==> config.mk <==
export PLATFORM = sky130hd
export DESIGN_NAME = pkt_stream_gen_flat
export DESIGN_NICKNAME = d
export VERILOG_FILES = /design/src/rtl/pkt_stream_if.sv /design/src/rtl/pkt_stream_gen.sv /design/src/flat_wrapper.sv
export SDC_FILE = /design/constraint.sdc
export NUM_CORES = 1
export LEC_CHECK = 0
export CAP_MARGIN = 25
export CORE_MARGIN = 2
export CORE_UTILIZATION = 50
export DETAILED_ROUTE_END_ITERATION = 10
export PLACE_DENSITY = 0.73
export SKIP_LAST_GASP = 1
export SLEW_MARGIN = 40
export SYNTH_ARGS = -nofsm -noshare
export SYNTH_HDL_FRONTEND = slang
export SYNTH_SLANG_ARGS = --single-unit
export TNS_END_PERCENT = 50
==> constraint.sdc <==
create_clock -name clk -period 2.9 [get_ports clk]
set_input_delay 0.58 -clock clk [delete_from_list [all_inputs] [get_ports clk]]
set_output_delay 0.58 -clock clk [all_outputs]
set_load 0.01 [all_outputs]
==> src/rtl/pkt_stream_if.sv <==
// Packet stream bus between the stimulus generator and its sink.
// Handshake: the master raises src_valid with a beat and keeps that beat and
// every flag stable until an accept, i.e. a rising clk edge with
// src_valid && dst_ready. The sink may drive dst_ready at any time; the
// master never waits on it combinationally.
interface pkt_stream_if #(
    parameter int ADDR_W = 2,
    parameter int TYPE_W = 2,
    parameter int DATA_W = 8
);
    logic              src_valid;
    logic              dst_ready;
    logic              sop;
    logic              eop;
    logic [ADDR_W-1:0] dst_addr;
    logic [TYPE_W-1:0] p_type;
    logic [DATA_W-1:0] payload;

    modport master (
        output src_valid, sop, eop, dst_addr, p_type, payload,
        input  dst_ready
    );

    modport slave (
        input  src_valid, sop, eop, dst_addr, p_type, payload,
        output dst_ready
    );
endinterface

==> src/rtl/pkt_stream_gen.sv <==
// Reproducible multi-beat packet source. Length, address, type and payload
// are drawn from a seeded 32-bit Galois LFSR that advances once per beat
// loaded onto the registered outputs.
module pkt_stream_gen #(
    parameter int          ADDR_W  = 2,
    parameter int          TYPE_W  = 2,
    parameter int          DATA_W  = 8,
    parameter int          MAX_LEN = 16,
    parameter int          GAP     = 1,
    parameter logic [31:0] SEED    = 32'h0000_0001
) (
    input  logic         clk,
    input  logic         rst,
    input  logic         en,
    pkt_stream_if.master s,
    output logic         busy,
    output logic [15:0]  pkt_count,
    output logic [1:0]   state_dbg
);
    // Beat index only needs to reach MAX_LEN-1; keep at least one bit.
    localparam int          IDX_W    = (MAX_LEN > 1) ? $clog2(MAX_LEN) : 1;
    localparam logic [31:0] SEED_EFF = (SEED == 32'h0) ? 32'h1 : SEED;
    localparam logic [7:0]  GAP_LAST = (GAP > 0) ? 8'(GAP - 1) : 8'h0;

    typedef enum logic [1:0] {
        ST_IDLE = 2'd0,
        ST_SEND = 2'd1,
        ST_GAP  = 2'd2
    } state_t;

    state_t           state;
    state_t           state_nxt;
    logic             accept;
    logic             load_first;
    logic             load_next;
    logic             count_inc;
    logic [31:0]      lfsr;
    logic [31:0]      lfsr_next;
    logic [IDX_W-1:0] beat_idx;
    logic [IDX_W-1:0] last_idx;
    logic [IDX_W-1:0] first_last;
    logic [IDX_W-1:0] idx_inc;
    logic [7:0]       gap_cnt;

    assign accept     = s.src_valid && s.dst_ready;
    assign lfsr_next  = {1'b0, lfsr[31:1]} ^ (lfsr[0] ? 32'h8020_0003 : 32'h0);
    // Index of the eop beat for a packet starting with the current LFSR value.
    assign first_last = IDX_W'({16'h0, lfsr[15:0]} % 32'(MAX_LEN));
    assign idx_inc    = beat_idx + 1'b1;

    // Flags derived from the state register only, so no input reaches them.
    assign s.src_valid = (state == ST_SEND);
    assign busy        = (state != ST_IDLE);
    assign state_dbg   = state;

    // State register.
    always_ff @(posedge clk or posedge rst) begin
        if (rst) state <= ST_IDLE;
        else     state <= state_nxt;
    end

    // Next state and load/count strobes.
    always_comb begin
        state_nxt  = state;
        load_first = 1'b0;
        load_next  = 1'b0;
        count_inc  = 1'b0;
        case (state)
            ST_IDLE: begin
                if (en) begin
                    load_first = 1'b1;
                    state_nxt  = ST_SEND;
                end
            end
            ST_SEND: begin
                if (accept) begin
                    if (!s.eop) begin
                        load_next = 1'b1;
                    end else begin
                        count_inc = 1'b1;
                        if (GAP > 0)  state_nxt  = ST_GAP;
                        else if (en)  load_first = 1'b1;
                        else          state_nxt  = ST_IDLE;
                    end
                end
            end
            ST_GAP: begin
                if (gap_cnt == GAP_LAST) state_nxt = ST_IDLE;
            end
            default: state_nxt = ST_IDLE;
        endcase
    end

    // Gap timer: restarts from zero on every entry into the gap state.
    always_ff @(posedge clk or posedge rst) begin
        if (rst)                 gap_cnt <= 8'h0;
        else if (state != ST_GAP) gap_cnt <= 8'h0;
        else                     gap_cnt <= gap_cnt + 8'h1;
    end

    // Beat datapath: registers a new beat and advances the LFSR on each load.
    always_ff @(posedge clk or posedge rst) begin
        if (rst) begin
            lfsr       <= SEED_EFF;
            s.sop      <= 1'b0;
            s.eop      <= 1'b0;
            s.dst_addr <= '0;
            s.p_type   <= '0;
            s.payload  <= '0;
            beat_idx   <= '0;
            last_idx   <= '0;
        end else if (load_first) begin
            lfsr       <= lfsr_next;
            s.payload  <= lfsr[DATA_W-1:0];
            s.dst_addr <= lfsr[16 +: ADDR_W];
            s.p_type   <= lfsr[24 +: TYPE_W];
            last_idx   <= first_last;
            beat_idx   <= '0;
            s.sop      <= 1'b1;
            s.eop      <= (first_last == '0);
        end else if (load_next) begin
            lfsr       <= lfsr_next;
            s.payload  <= lfsr[DATA_W-1:0];
            beat_idx   <= idx_inc;
            s.sop      <= 1'b0;
            s.eop      <= (idx_inc == last_idx);
        end
    end

    // Completed-packet counter, wraps naturally at 16 bits.
    always_ff @(posedge clk or posedge rst) begin
        if (rst)            pkt_count <= 16'h0;
        else if (count_inc) pkt_count <= pkt_count + 16'h1;
    end
endmodule

==> src/flat_wrapper.sv <==
// flat-port wrapper written by rule: the top's interface ports become plain ports
module pkt_stream_gen_flat 
#(
    parameter int          ADDR_W  = 2,
    parameter int          TYPE_W  = 2,
    parameter int          DATA_W  = 8,
    parameter int          MAX_LEN = 16,
    parameter int          GAP     = 1,
    parameter logic [31:0] SEED    = 32'h0000_0001
)
  (clk, rst, en, busy, pkt_count, state_dbg, s_src_valid, s_sop, s_eop, s_dst_addr, s_p_type, s_payload, s_dst_ready);
  pkt_stream_if #(.ADDR_W(ADDR_W), .TYPE_W(TYPE_W), .DATA_W(DATA_W)) s_i ();
  input  logic clk;
  input  logic rst;
  input  logic en;
  output logic busy;
  output logic [15:0] pkt_count;
  output logic [1:0] state_dbg;
  output wire logic [$bits(s_i.src_valid)-1:0] s_src_valid;
  output wire logic [$bits(s_i.sop)-1:0] s_sop;
  output wire logic [$bits(s_i.eop)-1:0] s_eop;
  output wire logic [$bits(s_i.dst_addr)-1:0] s_dst_addr;
  output wire logic [$bits(s_i.p_type)-1:0] s_p_type;
  output wire logic [$bits(s_i.payload)-1:0] s_payload;
  input wire logic [$bits(s_i.dst_ready)-1:0] s_dst_ready;
  assign s_src_valid = s_i.src_valid;
  assign s_sop = s_i.sop;
  assign s_eop = s_i.eop;
  assign s_dst_addr = s_i.dst_addr;
  assign s_p_type = s_i.p_type;
  assign s_payload = s_i.payload;
  assign s_i.dst_ready = s_dst_ready;
  pkt_stream_gen #(.ADDR_W(ADDR_W), .TYPE_W(TYPE_W), .DATA_W(DATA_W), .MAX_LEN(MAX_LEN), .GAP(GAP), .SEED(SEED)) u_core (.clk(clk), .rst(rst), .en(en), .s(s_i), .busy(busy), .pkt_count(pkt_count), .state_dbg(state_dbg));
endmodule
-- Yosys cells after proc, flatten, opt, wreduce, memory -nomap -nowiden
Index checks and enable logic that the tools add are counted.
Widths: inputs -> output; s select.
- bits in read-only memories: 0
- register bits after elaboration: 80
- word-level logic and storage cells: 55
- bits in writable memories: 0
- output and inout port bits: 34
- memories kept: 0
- latch bits: 0
- input port bits: 4
- equality and inequality tests: 8
- div/mod/pow operators: 0
- add/sub/neg operators: 3
- bitwise gates (word level): 1
- mux-type cells: 25
- order comparisons: 0
- reductions and logical operators: 7
- shift-type cells: 0
- $mul: 0
- operator list (cell ; count):
    $mux 32 ; 3
    $xor 31x32->32 ; 1
    $mux 8 ; 3
    $add 16x1->16 const B ; 1
    $mux 1 ; 12
    $add 8x1->8 const B ; 1
    $logic_not 8->1 ; 1
    $mux 2 ; 4
    $mux 4 ; 2
    $ne 2x2->1 const B ; 4
    $pmux 2 s3 ; 1
    $add 4x1->4 const B ; 1
    $eq 4x4->1 ; 1
    $logic_not 4->1 ; 1
    $reduce_and 4->1 ; 1
    $reduce_bool 2->1 ; 2
    $eq 2x1->1 const B ; 1
    $eq 2x2->1 const B ; 1
    $logic_not 2->1 ; 1
    $ne 2x1->1 const B ; 1
    $logic_and 1x1->1 ; 1

-- Logic depth before layout (Yosys ltp)
- word-level depth: 6
- mapped depth: 5
- depth with buffers taken out: 5

-- Least setup slack after synthesis
OpenSTA, ideal clock, no wires.
- path kind: input-to-reg
- start: input s_dst_ready
- end: register u_core.lfsr[10]
- required time: 2.775 ns
- path buffers: 1
- slack: 1.245 ns
- setup time: 0.125 ns
- arrival time: 1.531 ns
- cell stages on the path: 4
- cells stage by stage: and4bb_2 nor2_4 buf_2 mux2_2
- longest elaborated chain between the ends: 4
- RTL lines (element ; line ; source):
    start: declaration ; flat_wrapper.sv:25 ; input wire logic [$bits(s_i.dst_ready)-1:0] s_dst_ready;
    $logic_and 1x1->1 ; pkt_stream_gen.sv:45 ; assign accept = s.src_valid && s.dst_ready;
    $mux 1 ; pkt_stream_gen.sv:76 ; if (accept) begin
    $mux 1 ; pkt_stream_gen.sv:68 ; case (state)
    $reduce_bool 2->1 (no source line) ; - ;
    end signal: assignment ; pkt_stream_gen.sv:113 ; lfsr <= lfsr_next;
    end signal: assignment ; pkt_stream_gen.sv:122 ; lfsr <= lfsr_next;
    end: declaration ; pkt_stream_gen.sv:37 ; logic [31:0] lfsr;
Every way passes these cells.
A chain may end at the register's enable or synchronous reset.

-- Final worst setup path
- start: register u_core.state[0] (netlist: u_core.state_dbg[0])
- end: output s_src_valid
- longest elaborated chain between the ends: 1
- RTL lines (element ; line ; source):
    start: declaration ; pkt_stream_gen.sv:31 ; state_t state;
    start signal: assignment ; pkt_stream_gen.sv:59 ; else state <= state_nxt;
    $eq 2x1->1 ; pkt_stream_gen.sv:52 ; assign s.src_valid = (state == ST_SEND);
    end: declaration ; flat_wrapper.sv:19 ; output wire logic [$bits(s_i.src_valid)-1:0] s_src_valid;
Every way passes these cells.

==> results_tabular.tex <==
\begin{tabular}{lr}
\hline
Metric & Value \\
\hline
\multicolumn{2}{l}{\textbf{Synthesis}} \\
\quad Sequential-to-total area share from yosys stat & 0.589 \\
\quad Post-synthesis cell count & 243 \\
\quad Unique masters post-synth & 37 \\
\quad Number of synthesized register bits & 74 \\
\quad Mean instance size in the synthesized netlist & around 13 um2 \\
\quad Cell area after synthesis & $\sim$3100 um2 \\
\quad Nets in the synthesized netlist & $\sim$250 \\
\quad Warnings from Yosys & 0 \\
\multicolumn{2}{l}{\textbf{Global route}} \\
\quad Combined global-route utilization of all metal layers & 0.169 \\
\quad Grt ovf & 0 \\
\quad Via count of the first global-routing pass & between 1,500 and 2,000 \\
\quad Number of antenna violations at the first check in global routing & 0 \\
\quad Wire length of the first global-routing pass & $\sim$9.2 mm \\
\quad Pin count of the biggest net entering global routing & between 40 and 50 \\
\multicolumn{2}{l}{\textbf{Drt}} \\
\quad Detail Route Antenna Nets & 0 \\
\quad DRC errors left & 0 \\
\quad Detailed Route Iter0 Violations & 103 \\
\quad Drt first pass iters & 4 \\
\quad Detail-routed via count per cell & about 5 \\
\quad DRT Wirelength & between 5 and 6 mm \\
\quad Routed wirelength normalized by instance count & $\sim$14 um \\
\quad Total via count in the routed design & around 1,900 \\
\multicolumn{2}{l}{\textbf{Placed design}} \\
\quad Final HPWL DP & $\sim$3.4 mm \\
\quad Routability Congestion & around 0.73 \\
\quad Buffers added on ports & 37 \\
\multicolumn{2}{l}{\textbf{Finish}} \\
\quad Antenna fix cells & 0 \\
\quad Synthesis-to-finish area growth & 22.2\% \\
\quad Highest-count cells in the layout ignoring fill and taps & 73 x dfrtp\_1, 38 x mux2\_2, 37 x clkdlybuf4s50\_1 \\
\quad Fraction of layout instances using a drive strength above 1 & 0.233 \\
\quad Area used by multi-input combinational logic & about 1200 um2 \\
\quad Area of all sequential standard cells & 1850 um2 \\
\quad Fill cell instance count of the final layout & 465 \\
\quad Nets@finish & approximately 290 \\
\quad Leading cell type in the layout, fill and taps excluded & dfrtp\_1 \\
\multicolumn{2}{l}{\textbf{Power and ir drop}} \\
\quad P\_leak & about 0.0018 uW \\
\quad Maximum vdd drop & $\sim$0.64 mV \\
\quad Cell Pwr Density & around 990 nW/um2 \\
\multicolumn{2}{l}{\textbf{Floorplan}} \\
\quad Die Y & $\sim$83 um \\
\quad Placeable core region & between 5000 and 6000 um2 \\
\quad Chip Width & between 80 and 90 um \\
\quad Top Ports & 38 \\
\quad Die footprint & roughly 6900 um2 \\
\quad Std cell rows & 28 \\
\quad Starting Density & 0.525 \\
\multicolumn{2}{l}{\textbf{Timing}} \\
\quad Final-layout setup total negative slack & 0 ns \\
\quad Unrepaired setup endpoints after global routing & no \\
\quad Final hold violation count & 0 \\
\quad Actual slew at the worst max-slew pin & 0.612 ns \\
\quad Maximum clock frequency & approximately 450 MHz \\
\quad Tmin final & around 2.2 ns \\
\quad Final worst-path cycle share & 0.763 \\
\quad \# setup viols final & 0 \\
\quad Worst-case headroom to the max-slew limit & 0.591 \\
\quad Clk\_skew & about 0.0067 ns \\
\quad Count of final max-slew check failures & 0 \\
\quad Post-route worst hold slack & 0.475 ns \\
\multicolumn{2}{l}{\textbf{Worst hold path}} \\
\quad Classification of the worst-slack hold path & reg2reg \\
\quad Worst hold start & u\_core.pkt\_count[15]\$\_DFFE\_PP0P\_ \\
\multicolumn{2}{l}{\textbf{Clocking}} \\
\quad CTS resizes & 0 \\
\quad Clock buffers created by TritonCTS & 9 \\
\quad Root Buffer Master & clkbuf\_8 \\
\quad Buffers from clock root to sink, at most & 2 \\
\quad Clock sink total & 74 \\
\quad Clock latency on the worst-skew pair & 0.35 ns \\
\quad Post-CTS Hold Buffers & 0 \\
\quad Post-CTS setup repair buffer count & 0 \\
\quad Clock transition at the registers of the reported paths & about 0.080 ns \\
\quad Total number of H-tree levels & 3 \\
\quad CTS tree & done \\
\multicolumn{2}{l}{\textbf{Worst setup path}} \\
\quad Launch point of the worst path & u\_core.state\_dbg[0]\$\_DFFE\_PP0P\_ \\
\quad Data arrival, critical path & about 1.6 ns \\
\quad Crit end category & output port \\
\quad Setup crit start kind & flip-flop \\
\quad Worst setup path class & reg2out \\
\quad Top fanout value on the critical path & 9 \\
\quad Beginning of the worst register-to-register path & u\_core.state\_dbg[1]\$\_DFFE\_PP0P\_ \\
\quad Required @ worst endpoint & approximately 2.3 ns \\
\multicolumn{2}{l}{\textbf{Flow run}} \\
\quad Max Cap Viol & 0 \\
\multicolumn{2}{l}{\textbf{Status}} \\
\quad Outcome & finished, final reports clean \\
\hline
\end{tabular}
[worst max-delay path: stages, from the launching register on]
cell             delay [ns]
dfrtp_1                0.50
nor2b_1                0.22
clkdlybuf4s50_1        0.57
[synthesized netlist by cell type (all sizes together)]
master    n  area share
mux2     38        0.14
nand4bb   1      0.0036
xor2     15       0.042
xnor2    14       0.039
nor4      2      0.0060
nor3      2      0.0032
nand4b    1      0.0048
dfstp     1      0.0084
nand2b    1      0.0020
clkbuf    2      0.0024
or4b      1      0.0032
dfrtp    73        0.58
and4bb    1      0.0040
and2      1      0.0020
and3      6       0.012
and4      1      0.0028
and4b     1      0.0032
a21oi     2      0.0032
nor2     14       0.019
nor2b     1      0.0020
o21ai     9       0.014
a21o      2      0.0048
or4       1      0.0024
inv       6      0.0072
a22o      1      0.0028
or2       1      0.0020
nor3b     3      0.0088
nand3    10       0.016
buf      10       0.021
ha        5       0.020
nand4     2      0.0040
nand2    15       0.018
[report_power, final]
part	switching [uW]	internal [uW]
Combinational	471	726
Sequential	240	1370
Clock	393	598
Total	1100	2690
[layout make-up]
type / count / share of cell area
multi-input combinational: 151 / 0.311
clock buffer: 10 / 0.0358
sequential: 74 / 0.482
clock inverter: 6 / 0.0293
inverter: 6 / 0.00586
tap: 75 / 0.0244
timing repair buffer: 41 / 0.111
[flip-flops by register name, summed over array words and instances, names as in the netlist]
| name | flops |
|---|---|
| u_core.last_idx | 4 |
| u_core.beat_idx | 4 |
| u_core.s.dst_addr | 2 |
| u_core.s.eop | 1 |
| u_core.s.p_type | 2 |
| u_core.s.payload | 3 |
| u_core.gap_cnt | 8 |
| u_core.state_dbg | 2 |
| u_core.lfsr | 31 |
| u_core.pkt_count | 16 |
| u_core.s.sop | 1 |
[metrics by stage]
step | power [uW] | instances | setup WS [ns] | cell area, um2 | util
2_1_floorplan | 2410 | 243 | 0.440 | 3140 | -
3_3_place_gp | 2800 | 347 | 0.697 | 3590 | 0.599
3_5_place_dp | 2840 | 347 | 0.642 | 3590 | 0.599
4_1_cts | 3840 | 363 | 0.640 | 3840 | 0.641
5_1_grt | 4040 | 363 | 0.584 | 3840 | 0.641
6_report | 3800 | 363 | 0.686 | 3840 | 0.641
[cells by family after synthesis]
logic type	share of synthesized area
buffers and inverters	0.0302
multiplexers	0.136
AND/OR/NAND/NOR	0.119
flip-flops	0.589
XOR/XNOR	0.0808
AO/OA/AOI/OAI	0.0251
adder cells (fa/ha/maj)	0.0199
[layer usage]
metal  up-vias  global-route usage  routed length [um]
li1        903                   -                   -
met1       915               0.233                2560
met2        32               0.246                2350
met3        10              0.0557                 214
met4         0              0.0715                  93
met5         -                   0                   0
[path summary, 6_finish.rpt]
| path | to | slack (ns) | cells after the start |
|---|---|---|---|
| min reg2reg | u_core.pkt_count[15]$_DFFE_PP0P_ | 0.47 | 1 |
| max reg2reg | u_core.pkt_count[11]$_DFFE_PP0P_ | 1.19 | 4 |
| min in group asynchronous | u_core.gap_cnt[5]$_DFF_PP0_ | 0.63 | 2 |
| max | s_src_valid | 0.69 | 2 |
| max in group asynchronous | u_core.lfsr[0]$_DFFE_PP1P_ | 1.57 | 3 |
| min | u_core.pkt_count[15]$_DFFE_PP0P_ | 0.47 | 1 |
Note: power is estimated with default switching activity, not from simulation.
==> RTL edit 1, RTL diff (same flow settings) <==
`TYPE_W` is set to 2 in 3 places; all go to 4.
--- a/src/rtl/pkt_stream_if.sv
+++ b/src/rtl/pkt_stream_if.sv
@@ -5,7 +5,7 @@
 // master never waits on it combinationally.
 interface pkt_stream_if #(
     parameter int ADDR_W = 2,
-    parameter int TYPE_W = 2,
+    parameter int TYPE_W = 4,
     parameter int DATA_W = 8
 );
     logic              src_valid;
--- a/src/rtl/pkt_stream_gen.sv
+++ b/src/rtl/pkt_stream_gen.sv
@@ -3,7 +3,7 @@
 // loaded onto the registered outputs.
 module pkt_stream_gen #(
     parameter int          ADDR_W  = 2,
-    parameter int          TYPE_W  = 2,
+    parameter int          TYPE_W  = 4,
     parameter int          DATA_W  = 8,
     parameter int          MAX_LEN = 16,
     parameter int          GAP     = 1,
--- a/src/flat_wrapper.sv
+++ b/src/flat_wrapper.sv
@@ -2,7 +2,7 @@
 module pkt_stream_gen_flat 
 #(
     parameter int          ADDR_W  = 2,
-    parameter int          TYPE_W  = 2,
+    parameter int          TYPE_W  = 4,
     parameter int          DATA_W  = 8,
     parameter int          MAX_LEN = 16,
     parameter int          GAP     = 1,
Interface: changed (resized s_p_type); port bits go from 38 to 40. The function was not compared with the original's and may differ.
==> RTL edit 1 against the original RTL <==
- sequential share of layout area is 0.54 points higher
- die area is 2.8% higher
- total power fell by 0.66%
- design area is 1.6% higher
- hold slack lost 0.0067 ns
- sequential cell count up 2
- synthesized area increased by 3.0%
- global-route usage increased by 0.36 points
- routed wire length is 3.5% higher
- setup slack got worse by 0.054 ns
- register-to-register slack worse by 0.11 ns
- highest routed layer unchanged
==> RTL edit 1: results <==
[logic_synthesis]
syn_nets = 257
ys_types = 39
seq_area_frac_synth = 0.588
avgSynthCellArea_um2 = 13.1
synthMuxAreaShare = 0.139
synth.top_cells.by_count = dfrtp_1, mux2_2, xor2_1
synth_compound_area_frac = 0.0247
synth-adder-area-share = 0.0193
synth_xor_area_frac = 0.0784
synth.area.top_cells = dfrtp_1, mux2_2, xor2_1, xnor2_1, buf_4

[timing]
relSlewSlack = 0.676
period_share = 0.782
fin_skew_ns = 0.00983
whs_ns = 0.468

[placement]
hpwl_mm = 3.71
dpl-instance-area_mm2 = 0.00370
dp_slack_ns = 0.546
place_congestion = 0.734
port_buffers = 39

[global_routing]
track_usage = 0.173
grt_max_degree = 30
grt_pass1_wl_mm = 9.60
grt_pass1_vias = 1956
grt_antenna_before_repair = 0

[critical_path]
arrival_ns = 1.69
cp_slowest_stage_delay_ns = 0.52
r2r_slack_ns = 1.08
cp_top_family = flip-flops
cp_slowest_cell = dfrtp_1
cp_max_fo = 11
rr_startpoint = u_core.state_dbg[1]$_DFFE_PP0P_
crit_end = busy

[outcome]
outcome = finished clean

[power]
p_leak_nw = 1.79
clkPwrFrac = 0.220
combPwrFrac = 0.330
sw_frac_of_total = 0.303
ir_worst_vdd_v = 0.000508
p_int_mw = 2.63

[cts]
clk_latency_ns = 0.36
numCtsBuffers = 9

[detailed_routing]
routedWlPerCell_um = 14.5
drt_wl_total_mm = 5.39
drtIter0Drc = 91
via_count = 1921
drt-pass1-iter-count = 2

[cells_and_area]
n_antenna_cell = 0
nets = 300
layout-drive-gt1-share = 0.223
## RTL edit 1: area by class of cell
cell class | instances | area (um2)
fillers | 509 | 2410
flip-flops and latches | 76 | 1900
multi-input cells | 153 | 1230
repair buffers | 45 | 448
clock buffers | 13 | 159
well taps | 77 | 96.3
clock inverters | 3 | 46.3
inverters | 6 | 22.5
## RTL edit 1: cell families after synthesis
| kind of cell | Yosys count |
|---|---|
| compound gates | 14 |
| buf+inv | 19 |
| flops | 76 |
| mux | 40 |
| simple gates | 65 |
| xor+xnor | 29 |
| fa+ha+maj | 5 |
## RTL edit 1: worst reg2reg max path, cell delays in order, from the launching register on
cell and delay (ns):
dfrtp_1 0.50, nand4b_2 0.36, nor4_2 0.52, nand4_1 0.17
xnor2_1 0.15
## RTL edit 1: per-layer routing
layer	part of all wire	routed length (um)	vias up	track usage
met2	0.46	2490	24	0.260
met4	0.021	113	0	0.0779
met1	0.48	2620	958	0.231
met3	0.032	172	10	0.0541
li1	-	-	929	-
met5	0	0	-	0
## RTL edit 1: worst min path at each step
stage | startpoint | to | cells after the start
after CTS | u_core.pkt_count[15]$_DFFE_PP0P_ | u_core.pkt_count[15]$_DFFE_PP0P_ | 1
after detailed placement | u_core.pkt_count[15]$_DFFE_PP0P_ | u_core.pkt_count[15]$_DFFE_PP0P_ | 1
after floorplan | u_core.lfsr[21]$_DFFE_PP0P_ | u_core.lfsr[21]$_DFFE_PP0P_ | 2
after global routing | u_core.pkt_count[15]$_DFFE_PP0P_ | u_core.pkt_count[15]$_DFFE_PP0P_ | 1
final | u_core.pkt_count[15]$_DFFE_PP0P_ | u_core.pkt_count[15]$_DFFE_PP0P_ | 1
after global placement | u_core.pkt_count[15]$_DFFE_PP0P_ | u_core.pkt_count[15]$_DFFE_PP0P_ | 1
==> RTL edit 2, RTL diff (same flow settings) <==
Without the edit above. Make the reset (`rst`) synchronous in 4 clocked blocks.
--- a/src/rtl/pkt_stream_gen.sv
+++ b/src/rtl/pkt_stream_gen.sv
@@ -54,7 +54,7 @@
     assign state_dbg   = state;
 
     // State register.
-    always_ff @(posedge clk or posedge rst) begin
+    always_ff @(posedge clk) begin
         if (rst) state <= ST_IDLE;
         else     state <= state_nxt;
     end
@@ -92,14 +92,14 @@
     end
 
     // Gap timer: restarts from zero on every entry into the gap state.
-    always_ff @(posedge clk or posedge rst) begin
+    always_ff @(posedge clk) begin
         if (rst)                 gap_cnt <= 8'h0;
         else if (state != ST_GAP) gap_cnt <= 8'h0;
         else                     gap_cnt <= gap_cnt + 8'h1;
     end
 
     // Beat datapath: registers a new beat and advances the LFSR on each load.
-    always_ff @(posedge clk or posedge rst) begin
+    always_ff @(posedge clk) begin
         if (rst) begin
             lfsr       <= SEED_EFF;
             s.sop      <= 1'b0;
@@ -128,7 +128,7 @@
     end
 
     // Completed-packet counter, wraps naturally at 16 bits.
-    always_ff @(posedge clk or posedge rst) begin
+    always_ff @(posedge clk) begin
         if (rst)            pkt_count <= 16'h0;
         else if (count_inc) pkt_count <= pkt_count + 16'h1;
     end
Behaviour: differs if rst is asserted again (counterexample within 4 cycles, from zero or initial values and one cycle with rst high); with rst held inactive, the same outputs for 10 cycles.
==> RTL edit 2 against the original RTL <==
- non-clock buffer count is 1 higher
- utilization shrank 3.2 points
- synthesized area fell by 0.88%
- synthesized cell count rose by 51%
- sequential cell count unchanged
- clock skew barely moved
- via count grew 31%
- routed wire length up 11%
- setup slack got worse by 0.084 ns
- design area down 5.5%
- critical path type unchanged
- largest cell class unchanged
Power is not compared: it rests on default switching activity, and its combinational part moved more than twofold at a synthesized area within 25%.
==> RTL edit 2: results <==
[placement]
port_buffers = 37
place_congestion = 0.817
hpwl_mm = 3.99

[power]
ir_worst_vdd_v = 0.000264
p_leak_nw = 1.30

[logic_synthesis]
yosys_warnings = 0
synth.area.top_cells = dfxtp_1, nand2_1, a21oi_1, xnor2_1, nor2_1
synth.top_cells.by_count = nand2_1, dfxtp_1, a21oi_1, nor2_1, xnor2_1
async_flop_share = 0
ys.flop_type = dfxtp_1
syn_nets = 375
seq_area_frac_synth = 0.475
synth-edff-count = 0
ys_types = 45

[cells_and_area]
layout-drive-gt1-share = 0.0808
nets = 401
n_antenna_cell = 0

[critical_path]
rr_startpoint = u_core.state_dbg[0]$_SDFFE_PP0P_
rr_endpoint = u_core.pkt_count[15]$_SDFFE_PP0P_
r2r_slack_ns = 1.06
cp_top_family = buffers and inverters
cp_max_fo = 11
cp_slowest_stage_delay_ns = 0.58
rr_worst_depth = 4
arrival_ns = 1.72
cp_slowest_cell = clkdlybuf4s50_1

[global_routing]
grt_pass1_vias = 2229
grt_antenna_before_repair = 0
track_usage = 0.172
grt_max_degree = 36
grt_pass1_wl_mm = 9.83

[timing]
relSlewSlack = 0.629
fin_skew_ns = 0.00700
whs_ns = 0.456

[min_path]
holdPathEnd = u_core.lfsr[27]$_SDFFE_PP0P_
hold_depth = 2
hp-start = u_core.lfsr[28]$_SDFFE_PP0P_
hold_class = flip-flop to flip-flop

[cts]
cts-htree-levels = 3
postCtsSetupRepairBufs = 0
numCtsBuffers = 9
cts-root-buf = clkbuf_8
clockBufferDepth = 2
clk_pin_slew_worst_paths_ns = 0.07
cts_resized = 0

[detailed_routing]
vias_per_cell = 5.16
drtIter0Drc = 161
routedWlPerCell_um = 12.3

[outcome]
outcome = finished clean
RTL edit 2: cell count changes after synthesis, sizes merged, moves of 5 or more:
cell | before | now
dfxtp | 0 | 74
dfrtp | 73 | 0
mux2 | 38 | 1
o21ai | 9 | 2
nand2 | 15 | 91
a21oi | 2 | 48
buf | 10 | 19
nor2 | 14 | 29
clkbuf | 2 | 8
xor2 | 15 | 10
nor3 | 2 | 8
RTL edit 2: final cells by class:
type | instances | area (um2)
multi-input cells | 257 | 1440
clock inverters | 3 | 40.0
clock buffers | 12 | 145
repair buffers | 42 | 403
well taps | 75 | 93.8
fillers | 534 | 2330
flip-flops and latches | 74 | 1480
inverters | 8 | 30.0
RTL edit 2: cells by family (layout without fill, tap and decap cells):
group	count (synthesis)	after routing	synth area share
xor+xnor	25	25	0.0703
fa+ha+maj	5	5	0.0201
mux	3	3	0.0112
flops	74	74	0.475
buf+inv	35	65	0.0642
simple gates	166	166	0.257
compound gates	58	58	0.102
RTL edit 2: layer usage:
layer / up-vias / global-route usage / share of wire
met5: - / 0 / 0
met4: 0 / 0.0924 / 0.027
met3: 14 / 0.0378 / 0.028
met2: 35 / 0.273 / 0.46
met1: 1134 / 0.216 / 0.48
li1: 1248 / - / -
RTL edit 2: worst register-to-register path, stage by stage, from the launching register on:
cell and delay [ns]:
dfxtp_1 0.56, nand4b_4 0.28, nor4_4 0.44, nand3_1 0.15, mux2_4 0.31
RTL edit 2: worst max-delay path by stage:
stage	from	slack (ns)	end
detailed placement	en	0.47	u_core.lfsr[0]$_SDFFE_PP1P_
CTS	u_core.state_dbg[0]$_SDFFE_PP0P_	0.59	s_src_valid
global route	u_core.state_dbg[0]$_SDFFE_PP0P_	0.54	s_src_valid
global placement	en	0.50	u_core.lfsr[0]$_SDFFE_PP1P_
finish	u_core.state_dbg[0]$_SDFFE_PP0P_	0.60	s_src_valid
floorplan	s_dst_ready	1.28	u_core.pkt_count[15]$_SDFFE_PP0P_
RTL edit 2: power groups by stage:
stage	clock network (mW)	registers, mW	logic (mW)
6_report	0.761	1.05	0.138
5_1_grt	0.830	1.06	0.152
4_1_cts	0.781	1.05	0.139
3_5_place_dp	0	1.08	0.139
3_3_place_gp	0	1.08	0.137
2_1_floorplan	0	1.07	0.110
RTL edit 2: stage by stage:
| stage | setup slack [ns] | util | instance area [um2] | power [mW] | std cells |
|---|---|---|---|---|---|
| floorplan | 1.28 | - | 3120 | 1.18 | 366 |
| global placement | 0.500 | 0.578 | 3440 | 1.21 | 456 |
| detailed placement | 0.470 | 0.578 | 3440 | 1.22 | 456 |
| CTS | 0.591 | 0.609 | 3630 | 1.97 | 471 |
| global route | 0.538 | 0.609 | 3630 | 2.04 | 471 |
| finish | 0.602 | 0.609 | 3630 | 1.95 | 471 |
